**src/rtl/core_seq_pkg.sv**
```systemverilog
// Shared types for the multi-cycle RV32I sequencer: FSM states, opcodes,
// error codes and instruction classes.
package core_seq_pkg;

  typedef enum logic [2:0] {
    S_FETCH,
    S_DECODE,
    S_EXEC,
    S_MEM,
    S_WB,
    S_HALT
  } state_e;

  typedef enum logic [2:0] {
    CLS_ALU,
    CLS_LOAD,
    CLS_STORE,
    CLS_BRANCH,
    CLS_JAL,
    CLS_JALR
  } cls_e;

  typedef enum logic [1:0] {
    ERR_NONE     = 2'd0,
    ERR_ILLEGAL  = 2'd1,
    ERR_MISALIGN = 2'd2,
    ERR_TIMEOUT  = 2'd3
  } err_e;

  localparam logic [6:0] OP_OP     = 7'b0110011;
  localparam logic [6:0] OP_IMM    = 7'b0010011;
  localparam logic [6:0] OP_LOAD   = 7'b0000011;
  localparam logic [6:0] OP_STORE  = 7'b0100011;
  localparam logic [6:0] OP_BRANCH = 7'b1100011;
  localparam logic [6:0] OP_JAL    = 7'b1101111;
  localparam logic [6:0] OP_JALR   = 7'b1100111;
  localparam logic [6:0] OP_LUI    = 7'b0110111;
  localparam logic [6:0] OP_AUIPC  = 7'b0010111;

endpackage

```
**src/rtl/core_seq_decode.sv**
```systemverilog
// Combinational opcode classifier: maps ir[6:0] to an instruction class and
// flags opcodes outside the supported RV32I set.
module core_seq_decode
  import core_seq_pkg::*;
(
  input  logic [6:0] opcode,
  output cls_e       cls,
  output logic       legal
);

  always_comb begin
    cls   = CLS_ALU;
    legal = 1'b1;
    case (opcode)
      OP_OP, OP_IMM, OP_LUI, OP_AUIPC: cls = CLS_ALU;
      OP_LOAD:   cls = CLS_LOAD;
      OP_STORE:  cls = CLS_STORE;
      OP_BRANCH: cls = CLS_BRANCH;
      OP_JAL:    cls = CLS_JAL;
      OP_JALR:   cls = CLS_JALR;
      default:   legal = 1'b0;
    endcase
  end

endmodule

```
**src/rtl/core_seq_ctrl.sv**
```systemverilog
// Multi-cycle sequencer for the non-pipelined RV32I core (PC, IR, FSM).
// Optional CORE_SEQ_TIMEOUT_EN halts on a memory ack that never arrives.
module core_seq_ctrl
  import core_seq_pkg::*;
#(
  parameter int              PC_W         = 32,
  parameter logic [PC_W-1:0] RESET_PC     = '0,
  parameter int              MEM_WAIT_MAX = 15
) (
  input  logic            clk,
  input  logic            rst_n,
  output logic            imem_req,
  output logic [PC_W-1:0] imem_addr,
  input  logic            imem_ack,
  input  logic [31:0]     imem_rdata,
  output logic [31:0]     ir,
  output logic [PC_W-1:0] pc,
  input  logic [31:0]     imm,
  input  logic [PC_W-1:0] alu_res,
  input  logic            alu_zero,
  input  logic            alu_lt,
  output logic [4:0]      br_addr,
  input  logic            br_taken,
  output logic            dmem_req,
  output logic            dmem_we,
  input  logic            dmem_ack,
  output logic            rf_we,
  output logic            retire,
  output logic [31:0]     instret,
  output logic            halted,
  output logic [1:0]      err_code
);

  // Handshake: a req stays high until the cycle its ack is seen; that cycle
  // completes the transfer. An ack while the matching req is low is ignored.
  state_e          state_q, state_d;
  err_e            err_q, err_d;
  cls_e            cls;
  logic            legal;
  logic            active_q;
  logic            commit, pc_load, timeout;
  logic [PC_W-1:0] seq_pc, imm_pc, tgt;
  logic            unused_alu_lsb;

  core_seq_decode u_decode (
    .opcode (ir[6:0]),
    .cls    (cls),
    .legal  (legal)
  );

  assign seq_pc         = pc + PC_W'(4);
  assign imm_pc         = pc + imm[PC_W-1:0];
  assign imem_addr      = pc;
  assign br_addr        = {alu_zero, alu_lt, ir[14:12]};
  assign halted         = (state_q == S_HALT);
  assign err_code       = err_q;
  assign unused_alu_lsb = alu_res[0];

`ifdef CORE_SEQ_TIMEOUT_EN
  logic [31:0] wait_q;
  logic        waiting;

  assign waiting = ((state_q == S_FETCH) && active_q && !imem_ack) ||
                   ((state_q == S_MEM) && !dmem_ack);
  assign timeout = waiting && (wait_q == 32'(MEM_WAIT_MAX - 1));

  always_ff @(posedge clk or negedge rst_n) begin
    if (!rst_n) wait_q <= '0;
    else        wait_q <= waiting ? wait_q + 32'd1 : '0;
  end
`else
  logic [31:0] unused_wait_max;
  assign unused_wait_max = 32'(MEM_WAIT_MAX);
  assign timeout         = 1'b0;
`endif

  always_comb begin
    state_d  = state_q;
    err_d    = err_q;
    tgt      = seq_pc;
    commit   = 1'b0;
    pc_load  = 1'b0;
    imem_req = 1'b0;
    dmem_req = 1'b0;
    dmem_we  = 1'b0;
    rf_we    = 1'b0;
    retire   = 1'b0;
    case (state_q)
      S_FETCH: begin
        // active_q keeps the first request off until the first edge after reset
        imem_req = active_q;
        if (imem_req && imem_ack) begin
          state_d = S_DECODE;
        end else if (timeout) begin
          state_d = S_HALT;
          err_d   = ERR_TIMEOUT;
        end
      end
      S_DECODE: begin
        if (legal) begin
          state_d = S_EXEC;
        end else begin
          state_d = S_HALT;
          err_d   = ERR_ILLEGAL;
        end
      end
      S_EXEC: begin
        if (cls == CLS_BRANCH) begin
          tgt    = br_taken ? imm_pc : seq_pc;
          commit = 1'b1;
        end else if (cls == CLS_LOAD || cls == CLS_STORE) begin
          state_d = S_MEM;
        end else begin
          state_d = S_WB;
        end
      end
      S_MEM: begin
        dmem_req = 1'b1;
        dmem_we  = (cls == CLS_STORE);
        if (dmem_ack) begin
          if (cls == CLS_STORE) commit  = 1'b1;
          else                  state_d = S_WB;
        end else if (timeout) begin
          state_d = S_HALT;
          err_d   = ERR_TIMEOUT;
        end
      end
      S_WB: begin
        rf_we  = 1'b1;
        commit = 1'b1;
        if (cls == CLS_JAL)       tgt = imm_pc;
        else if (cls == CLS_JALR) tgt = {alu_res[PC_W-1:1], 1'b0};
      end
      S_HALT: ;
      default: state_d = S_HALT;
    endcase
    // A misaligned target traps the instruction: no PC load, write or retire.
    if (commit) begin
      if (tgt[1:0] != 2'b00) begin
        state_d = S_HALT;
        err_d   = ERR_MISALIGN;
        rf_we   = 1'b0;
      end else begin
        retire  = 1'b1;
        pc_load = 1'b1;
        state_d = S_FETCH;
      end
    end
  end

  always_ff @(posedge clk or negedge rst_n) begin
    if (!rst_n) begin
      state_q  <= S_FETCH;
      err_q    <= ERR_NONE;
      active_q <= 1'b0;
      pc       <= RESET_PC;
      ir       <= '0;
      instret  <= '0;
    end else begin
      state_q  <= state_d;
      err_q    <= err_d;
      active_q <= 1'b1;
      if (imem_req && imem_ack) ir <= imem_rdata;
      if (pc_load) pc <= tgt;
      if (retire) instret <= instret + 32'd1;
    end
  end

endmodule

```
**config.mk**
```make
export PLATFORM = sky130hd
export DESIGN_NAME = core_seq_ctrl
export DESIGN_NICKNAME = d
export VERILOG_FILES = /design/src/rtl/core_seq_pkg.sv /design/src/rtl/core_seq_decode.sv /design/src/rtl/core_seq_ctrl.sv
export SDC_FILE = /design/constraint.sdc
export NUM_CORES = 1
export LEC_CHECK = 0
export BUFFER_PORTS_ARGS = -buffer_cell sky130_fd_sc_hd__buf_4
export CORE_MARGIN = 8
export CORE_UTILIZATION = 40
export CTS_CLUSTER_DIAMETER = 80
export CTS_CLUSTER_SIZE = 10
export DETAILED_ROUTE_END_ITERATION = 8
export PLACE_DENSITY = 0.66
export SLEW_MARGIN = 30
export SYNTH_ARGS = -nofsm -noshare
export SYNTH_HDL_FRONTEND = slang
export SYNTH_SLANG_ARGS = --single-unit
```
**constraint.sdc**
```tcl
create_clock -name clk -period 7.31 [get_ports clk]
set_input_delay 1.0965 -clock clk [delete_from_list [all_inputs] [get_ports clk]]
set_output_delay 1.0965 -clock clk [all_outputs]
set_load 0.005 [all_outputs]
```
# ---- Word level (Yosys, flattened, before mapping)
# Index checks and enable logic that the tools add are counted.
dict set report classes {
  reduce_logical 8
  n_addsub 3
  muxes 32
  n_eq_ne 24
}
# cell n
set op_table {}
lappend op_table {{$mux W32} 4}
lappend op_table {{$pmux W32 S2} 1}
lappend op_table {{$add A32 B1 Y32 const B} 1}
lappend op_table {{$add A32 B3 Y32 const B} 1}
lappend op_table {{$add A32 B32 Y32} 1}
lappend op_table {{$pmux W3 S5} 2}
lappend op_table {{$mux W3} 8}
lappend op_table {{$eq A7 B6 Y1 const B} 3}
lappend op_table {{$eq A7 B7 Y1 const B} 3}
lappend op_table {{$eq A7 B5 Y1 const B} 2}
lappend op_table {{$eq A3 B2 Y1 const B} 4}
lappend op_table {{$eq A3 B3 Y1 const B} 4}
lappend op_table {{$mux W1} 12}
lappend op_table {{$ne A3 B3 Y1 const B} 4}
lappend op_table {{$reduce_or A9 Y1} 1}
lappend op_table {{$mux W2} 4}
lappend op_table {{$eq A7 B2 Y1 const B} 1}
lappend op_table {{$eq A3 B1 Y1 const B} 2}
lappend op_table {{$reduce_and A5 Y1} 1}
lappend op_table {{$logic_not A3 Y1} 1}
lappend op_table {{$pmux W1 S3} 1}
lappend op_table {{$logic_and A1 B1 Y1} 2}
lappend op_table {{$ne A2 B1 Y1 const B} 1}
lappend op_table {{$reduce_bool A2 Y1} 1}
lappend op_table {{2 further kinds} 2}
dict set report totals {
  in_bits 103
  out_inout_bits 141
  ff_bits 102
  wordCells 73
}

# ---- Longest topological paths before layout
# Gate-level depths: netlist of the first run.
dict set report logic_depth {
  depth_word 9
  ltp_mapped 13
  depth_no_buf 10
}

# ---- Hierarchy
# Synthesis of the first run repeated with hierarchy kept, for this count alone.
dict set report unflattened {
  hier_cells 833
  hier_area_um2 7450.9
}
# module area_per_inst_um2 cells_per_inst instances
set modules_own_cells {}
lappend modules_own_cells {core_seq_ctrl 7379.6 821 1}
lappend modules_own_cells {core_seq_decode 71.3 12 1}

# ---- Worst setup path after synthesis of the first run
# No wires, ideal clock.
dict set report synth_timing {
  path_type {input -> output}
  from {input port imm[0]}
  to {output port retire}
  path_slack_ns 3.456
  required_ns 6.214
  path_stages 10
  path_buffers 3
  arrival_time_ns 2.758
  cell_sequence {ha_1 -> fa_1 -> nor2_1 -> a2bb2oi_1 -> o221a_4 -> nand2_2 -> buf_6 -> inv_4 -> buf_6 -> buf_6}
}
dict set report synth_via {
  elab_chain_cells 7
  elab_cells_between_ends 8
  cone_classes {add/sub: 1; mux: 6; reduce/logical: 1}
}
# element line_no
set synth_rtl {}
lappend synth_rtl {{start: declaration} core_seq_ctrl.sv:18} ;# input logic [31:0] imm,
lappend synth_rtl {{$add A32 B32 Y32 *} core_seq_ctrl.sv:52} ;# assign imm_pc = pc + imm[PC_W-1:0];
lappend synth_rtl {{$mux W32} core_seq_ctrl.sv:109} ;# tgt = br_taken ? imm_pc : seq_pc;
lappend synth_rtl {{$mux W32} core_seq_ctrl.sv:108} ;# if (cls == CLS_BRANCH) begin
lappend synth_rtl {{$pmux W32 S2 *} core_seq_ctrl.sv:88} ;# case (state_q)
lappend synth_rtl {{$reduce_bool A2 Y1 *} core_seq_ctrl.sv:139} ;# if (tgt[1:0] != 2'b00) begin
lappend synth_rtl {{$mux W1 *} core_seq_ctrl.sv:139}
lappend synth_rtl {{$mux W1 *} core_seq_ctrl.sv:138} ;# if (commit) begin
lappend synth_rtl {{end: declaration} core_seq_ctrl.sv:28} ;# output logic retire,
# Mark *: on every way between the ends. The rest lies on a longest branch, timed or not.

# ---- Final worst setup path of the first run
# Same ends and word-level chain as after synthesis.

==> results of run 1 <==
[layout by cell type, fill, tap and decap left out, types with 8 or more instances in the layout]
cell type	count
inv_1	22
mux2_2	31
o21ai_0	41
nor2_1	62
nand3_1	29
xor2_1	27
xnor2_1	47
dfrtp_1	102
nand4_1	14
a21oi_1	45
a222oi_1	15
nor3_1	17
nand2b_1	8
buf_4	242
and3_1	13
clkbuf_16	9
ha_1	33
nand2_1	75
a21o_1	13
[layout make-up]
type	instances	share of cell area
well taps	229	0.0310
inverters	23	0.00960
flip-flops and latches	102	0.276
multi-input cells	604	0.453
clock buffers	11	0.0273
repair buffers	243	0.198
clock inverters	5	0.00527
[power groups by stage]
stage / clock network (uW) / registers, uW / logic, uW
final: 492 / 564 / 99.4
after global routing: 530 / 564 / 110
after global placement: 0 / 575 / 98.9
after CTS: 507 / 564 / 100
after floorplan: 0 / 575 / 37.2
after detailed placement: 0 / 575 / 99.3
[critical path: stages]
cell and delay [ns]:
buf_4 0.11, ha_1 0.22, fa_1 0.49, nor2_1 0.06, a2bb2oi_1 0.15, o221a_4 0.29, nand2_2 0.06, buf_4 0.49
inv_4 0.25, buf_4 0.22
[cell families after synthesis]
kind of cell | share of synthesized area
compound gates | 0.179
buf+inv | 0.0691
mux | 0.0553
fa+ha+maj | 0.0599
simple gates | 0.193
xor+xnor | 0.0897
other cells | 0.000519
flops | 0.353
[sequential cells by signal, summed over array words and instances, names as in the netlist]
register   count
ir            32
instret       32
err_code       2
state_q        3
active_q       1
imem_addr     32
[how the worst max path moves through the flow]
stage,startpoint,to,slack [ns],cells past startpoint
after floorplan,imm[0],retire,3.46,10
final,imm[0],retire,2.76,10
after global routing,imm[0],retire,2.62,10
after global placement,imm[0],retire,2.80,10
after detailed placement,imm[0],retire,2.76,10
after CTS,imm[0],retire,2.76,10
[through the flow]
stage	power, uW	util	hold slack (ns)	setup WS, ns	std cells
2_1_floorplan	613	-	0.465	3.46	792
3_3_place_gp	674	0.501	0.458	2.80	1201
3_5_place_dp	675	0.501	0.469	2.76	1201
4_1_cts	1170	0.518	0.486	2.76	1217
5_1_grt	1200	0.519	0.498	2.62	1217
6_report	1160	0.519	0.486	2.76	1217
[routing by layer]
| metal | global-route usage | wire [um] |
|---|---|---|
| met5 | 0 | 0 |
| met4 | 0.0610 | 294 |
| met3 | 0.0295 | 1300 |
| met2 | 0.343 | 11000 |
| met1 | 0.254 | 9920 |
==> impl_metrics.env, run 1 <==
export IMPL_ant_nets=0
export IMPL_ys_async_sr_fraction=1.00
export IMPL_setup_violations=0
export IMPL_drcViolationCount=0
export IMPL_synth_most_common_cell="dfrtp_1"
export IMPL_r2r_end="instret[28]"
export IMPL_critPathLaunchType="primary input"
export IMPL_hold_class="flop to flop"
export IMPL_drive_gt1_frac=0.316
export IMPL_pwr_share_clk=0.426
export IMPL_ys_ff_latch=102
export IMPL_slew_headroom=0.476
export IMPL_cts_setup_buffers=0
export IMPL_via_per_inst=5.41
export IMPL_cts_resized_gates=0
export IMPL_rrSetupSlack_ns=3.84
export IMPL_p_leak_uw=0.00459
export IMPL_cts_sinks=102
export IMPL_syn_cell_area_mm2=0.00722
export IMPL_wl_per_cell_um=18.5
export IMPL_yosys_area_top_type="dfrtp_1"
export IMPL_ys_warn_count=0
export IMPL_status="finished, final reports clean"
export IMPL_power_internal_uw=874
export IMPL_seqPwrFrac=0.488
export IMPL_multi_input_area_mm2=0.00419
export IMPL_finClkSkew_ns=0.0111
export IMPL_min_to="err_code[1]"
export IMPL_finalSetupTns_ns=0
export IMPL_yosys_top_cells_area="dfrtp_1 35%, ha_1 5.7%, xnor2_1 5.7%"
export IMPL_synth_cell_types=79
export IMPL_period_needed_ns=4.55
export IMPL_drt_iter0_drc=396
export IMPL_end_kind="output pin"
export IMPL_critPathMaxFanout=56
export IMPL_die_y_um=150
export IMPL_nNetsFinal=1120
export IMPL_arrival_ns=3.45
export IMPL_comb_power_share=0.086
export IMPL_ctsHoldBuffers=0
export IMPL_wl_um=22500
export IMPL_dieArea_mm2=0.0226
export IMPL_path_clk_slew_ns=0.07
export IMPL_grt_usage=0.200
export IMPL_ios=244
export IMPL_r2r_cells=10
export IMPL_port_buffer_count=238
export IMPL_crit_type="primary input to output pin"
export IMPL_final_hold_violation_count=0
export IMPL_clk_insertion_delay_late_ns=0.35
export IMPL_gp_congestion=0.858
export IMPL_worstMarginPinSlew_ns=0.776
export IMPL_dp_hpwl_um=16900
export IMPL_syn_avg_cell_area_um2=9.12
export IMPL_antenna_found_initial=0
export IMPL_h_tree_depth=3
export IMPL_placed_area_mm2=0.00894
export IMPL_rsz0062_at_grt="no"
export IMPL_p_sw_frac=0.244
export IMPL_dieWidth_um=150
export IMPL_rows=49
export IMPL_seq_area_mm2=0.00255
export IMPL_final_cell_area_mm2=0.00925
export IMPL_worstPathRequired_ns=6.21
export IMPL_drt_first_pass_iters=7
export IMPL_grt_pass1_wl_um=36100
export IMPL_synth_cells=792
export IMPL_gr_total_overflow=0
export IMPL_synth_edff_count=0
export IMPL_cts_tree="done"
export IMPL_synth_flop_cell="dfrtp_1"
export IMPL_ir_worst_vdd_mv=0.103
export IMPL_synth_seq_area_share=0.353
export IMPL_initial_core_util=0.405
export IMPL_core_area_mm2=0.0178
export IMPL_root_buffer="clkbuf_16"
export IMPL_grt_max_degree=74
export IMPL_drv_cap=0
export IMPL_switchingPower_uw=282
export IMPL_slew_viol_final=0
export IMPL_syn_nets=929
export IMPL_max_freq_mhz=220
export IMPL_whs_path_depth=1
export IMPL_syn2layout_area_growth_pct=28.1
export IMPL_synth_common_cells="102 x dfrtp_1, 75 x nand2_1, 63 x nor2_1"
export IMPL_cts_buffer_depth=2
export IMPL_power_density_mw_per_mm2=125
export IMPL_hp_start="err_code[1]"
export IMPL_first_global_vias=6764
export IMPL_synth_top_area_frac=0.353
export IMPL_vias=6587
export IMPL_n_fill_cell=1661
export IMPL_antenna_cells=0
export IMPL_cts_buffers=9
export IMPL_post_route_period_util=0.622
export IMPL_regToRegStartpoint="state_q[1]"
(Power assumes the default switching activity.)
==> run 2, diff against run 1 <==
--- a/config.mk
+++ b/config.mk
@@ -5,13 +5,13 @@
 export SDC_FILE = /design/constraint.sdc
 export NUM_CORES = 1
 export LEC_CHECK = 0
+export ABC_AREA = 1
 export BUFFER_PORTS_ARGS = -buffer_cell sky130_fd_sc_hd__buf_4
 export CORE_MARGIN = 8
 export CORE_UTILIZATION = 40
 export CTS_CLUSTER_DIAMETER = 80
 export CTS_CLUSTER_SIZE = 10
 export DETAILED_ROUTE_END_ITERATION = 8
-export PLACE_DENSITY = 0.66
 export SLEW_MARGIN = 30
 export SYNTH_ARGS = -nofsm -noshare
 export SYNTH_HDL_FRONTEND = slang
==> constraint.sdc (replaced) <==
create_clock -name clk -period 4.6 [get_ports clk]
set_input_delay 0.69 -clock clk [delete_from_list [all_inputs] [get_ports clk]]
set_output_delay 0.69 -clock clk [all_outputs]
set_load 0.005 [all_outputs]
==> impl_metrics.env, run 2 <==
export IMPL_status="finished, final reports clean"
export IMPL_root_buffer="clkbuf_16"
export IMPL_antenna_found_initial=0
export IMPL_synth_edff_count=0
export IMPL_comb_power_share=0.562
export IMPL_syn_avg_cell_area_um2=6.63
export IMPL_power_internal_uw=3010
export IMPL_fin_util=0.507
export IMPL_setup_violations=0
export IMPL_syn_nets=1423
export IMPL_synth_cells=1286
export IMPL_r2r_end="instret[16]"
export IMPL_slew_viol_final=0
export IMPL_crit_path_start="imem_addr[0]"
export IMPL_grt_pass1_wl_um=46800
export IMPL_critPathLaunchType="flop"
export IMPL_synth_common_cells="379 x nand2_1, 160 x nor2_1, 150 x inv_1"
export IMPL_crit_slowest_cell="nor2_4"
export IMPL_initial_core_util=0.407
export IMPL_yosys_top_cells_area="dfrtp_1 30%, nand2_1 17%, nor2_1 7.0%"
export IMPL_syn_cell_area_mm2=0.00853
export IMPL_dp_hpwl_um=24300
export IMPL_ios=244
export IMPL_synth_flop_cell="dfrtp_1"
export IMPL_arrival_ns=2.81
export IMPL_port_buffer_count=238
export IMPL_r2r_cells=10
export IMPL_rrSetupSlack_ns=1.59
export IMPL_worstPathRequired_ns=3.91
export IMPL_grt_max_degree=79
export IMPL_drt_first_pass_iters=5
export IMPL_clk_insertion_delay_late_ns=0.36
export IMPL_switchingPower_uw=2690
export IMPL_path_clk_slew_ns=0.08
export IMPL_drcViolationCount=0
export IMPL_rsz0062_at_grt="no"
export IMPL_p_leak_uw=0.00544
export IMPL_cts_tree="done"
export IMPL_first_global_vias=8907
export IMPL_gp_congestion=0.923
export IMPL_h_tree_depth=3
export IMPL_wl_per_cell_um=17.0
export IMPL_synth_most_common_cell="nand2_1"
export IMPL_core_area_mm2=0.0210
export IMPL_p_sw_frac=0.472
export IMPL_timing_final_ws_setup_ns=1.10
export IMPL_final_cell_area_mm2=0.0106
export IMPL_drv_cap=0
export IMPL_grt_usage=0.223
export IMPL_max_freq_mhz=286
export IMPL_cts_setup_buffers=0
export IMPL_regToRegStartpoint="imem_addr[0]"
export IMPL_place_ws_ns=1.15
export IMPL_finClkSkew_ns=0.0126
export IMPL_synth_top_area_frac=0.299
export IMPL_synth_cell_types=44
export IMPL_ys_warn_count=0
export IMPL_via_per_inst=5.02
export IMPL_critPathMaxFanout=23
export IMPL_dieArea_mm2=0.0263
export IMPL_drt_iter0_drc=481
export IMPL_max_stage_delay_ns=0.52
export IMPL_hold_slack_ns=0.358
export IMPL_cts_buffer_depth=2
export IMPL_dieWidth_um=162
export IMPL_worstMarginPinSlew_ns=0.751
export IMPL_nNetsFinal=1621
export IMPL_yosys_area_top_type="dfrtp_1"
export IMPL_seqPwrFrac=0.300
export IMPL_placed_area_mm2=0.0103
export IMPL_finalSetupTns_ns=0
export IMPL_post_route_period_util=0.761
export IMPL_syn2layout_area_growth_pct=24.6
export IMPL_ctsHoldBuffers=0
export IMPL_wl_um=29900
export IMPL_end_kind="output pin"
export IMPL_ys_ff_latch=102
export IMPL_final_common_cell="nand2_1"
export IMPL_ant_nets=0
export IMPL_pwr_share_clk=0.138
export IMPL_slew_headroom=0.499
export IMPL_drive_gt1_frac=0.214
export IMPL_antenna_cells=0
export IMPL_cts_buffers=9
export IMPL_layout_common_cells="379 x nand2_1, 244 x buf_4, 160 x nor2_1"
export IMPL_vias=8858
export IMPL_die_y_um=162
export IMPL_final_hold_violation_count=0
export IMPL_hold_class="primary input to asynchronous set/reset pin"
export IMPL_crit_chain="ha_1, fa_1, or2_2, nand2_1, nand3_2, nor2_4, buf_4"
export IMPL_period_needed_ns=3.50
export IMPL_cts_resized_gates=0
export IMPL_gr_total_overflow=0
export IMPL_ir_worst_vdd_mv=0.337
export IMPL_crit_type="flop to output pin"
export IMPL_rows=53
export IMPL_synth_seq_area_share=0.299
export IMPL_cts_sinks=102
export IMPL_ys_async_sr_fraction=1.00
export IMPL_power_density_mw_per_mm2=536
-- run 2: final cells by class --
class,instances,area (um^2)
fill,2261,10300
timing repair buffer,245,1840
inverter,155,582
tap,275,344
sequential,102,2550
clock inverter,7,73.8
clock buffer,9,225
multi-input combinational,971,5010
-- run 2: worst max-delay path by stage --
stage               endpoint
CTS                   retire
finish                retire
global placement      retire
detailed placement    retire
global route          retire
floorplan             retire
-- run 2: cell families (layout without fill, tap and decap cells) --
kind of cell,after synthesis,after routing,synth area share
DFF,102,102,0.299
muxes,27,27,0.0356
AOI/OAI and AO/OA,120,120,0.0789
and+or+nand+nor,743,743,0.373
adders and majority gates,34,34,0.0508
other,1,1,0.000440
buffers and inverters,213,416,0.114
xor gates and xnor gates,46,46,0.0472
-- run 2: through the flow --
stage | power [uW] | cells
3_3_place_gp | 4920 | 1748
3_5_place_dp | 4940 | 1748
6_report | 5700 | 1764
4_1_cts | 5750 | 1764
2_1_floorplan | 3660 | 1286
5_1_grt | 6220 | 1764
-- run 2: per-layer routing --
layer / GRT usage / vias up / share of wire
met3: 0.0688 / 49 / 0.081
met4: 0.0821 / 0 / 0.031
met1: 0.255 / 4023 / 0.41
li1: - / 4513 / -
met5: 0 / - / 0
met2: 0.386 / 273 / 0.48
-- run 2: power by group through the flow --
| stage | registers, uW | logic [uW] | clock network [uW] |
|---|---|---|---|
| 5_1_grt | 1770 | 3610 | 840 |
| 6_report | 1710 | 3200 | 785 |
| 3_3_place_gp | 1710 | 3210 | 0 |
| 2_1_floorplan | 1580 | 2070 | 0 |
| 3_5_place_dp | 1720 | 3230 | 0 |
| 4_1_cts | 1710 | 3240 | 808 |
-- run 2: worst max-delay path, delay by kind of cell (launching register included) --
family                   cells  cell delay [ns]
buffers and inverters        1             0.23
flip-flops                   1             0.42
AND/OR/NAND/NOR              4             1.11
adder cells (fa/ha/maj)      2             0.67
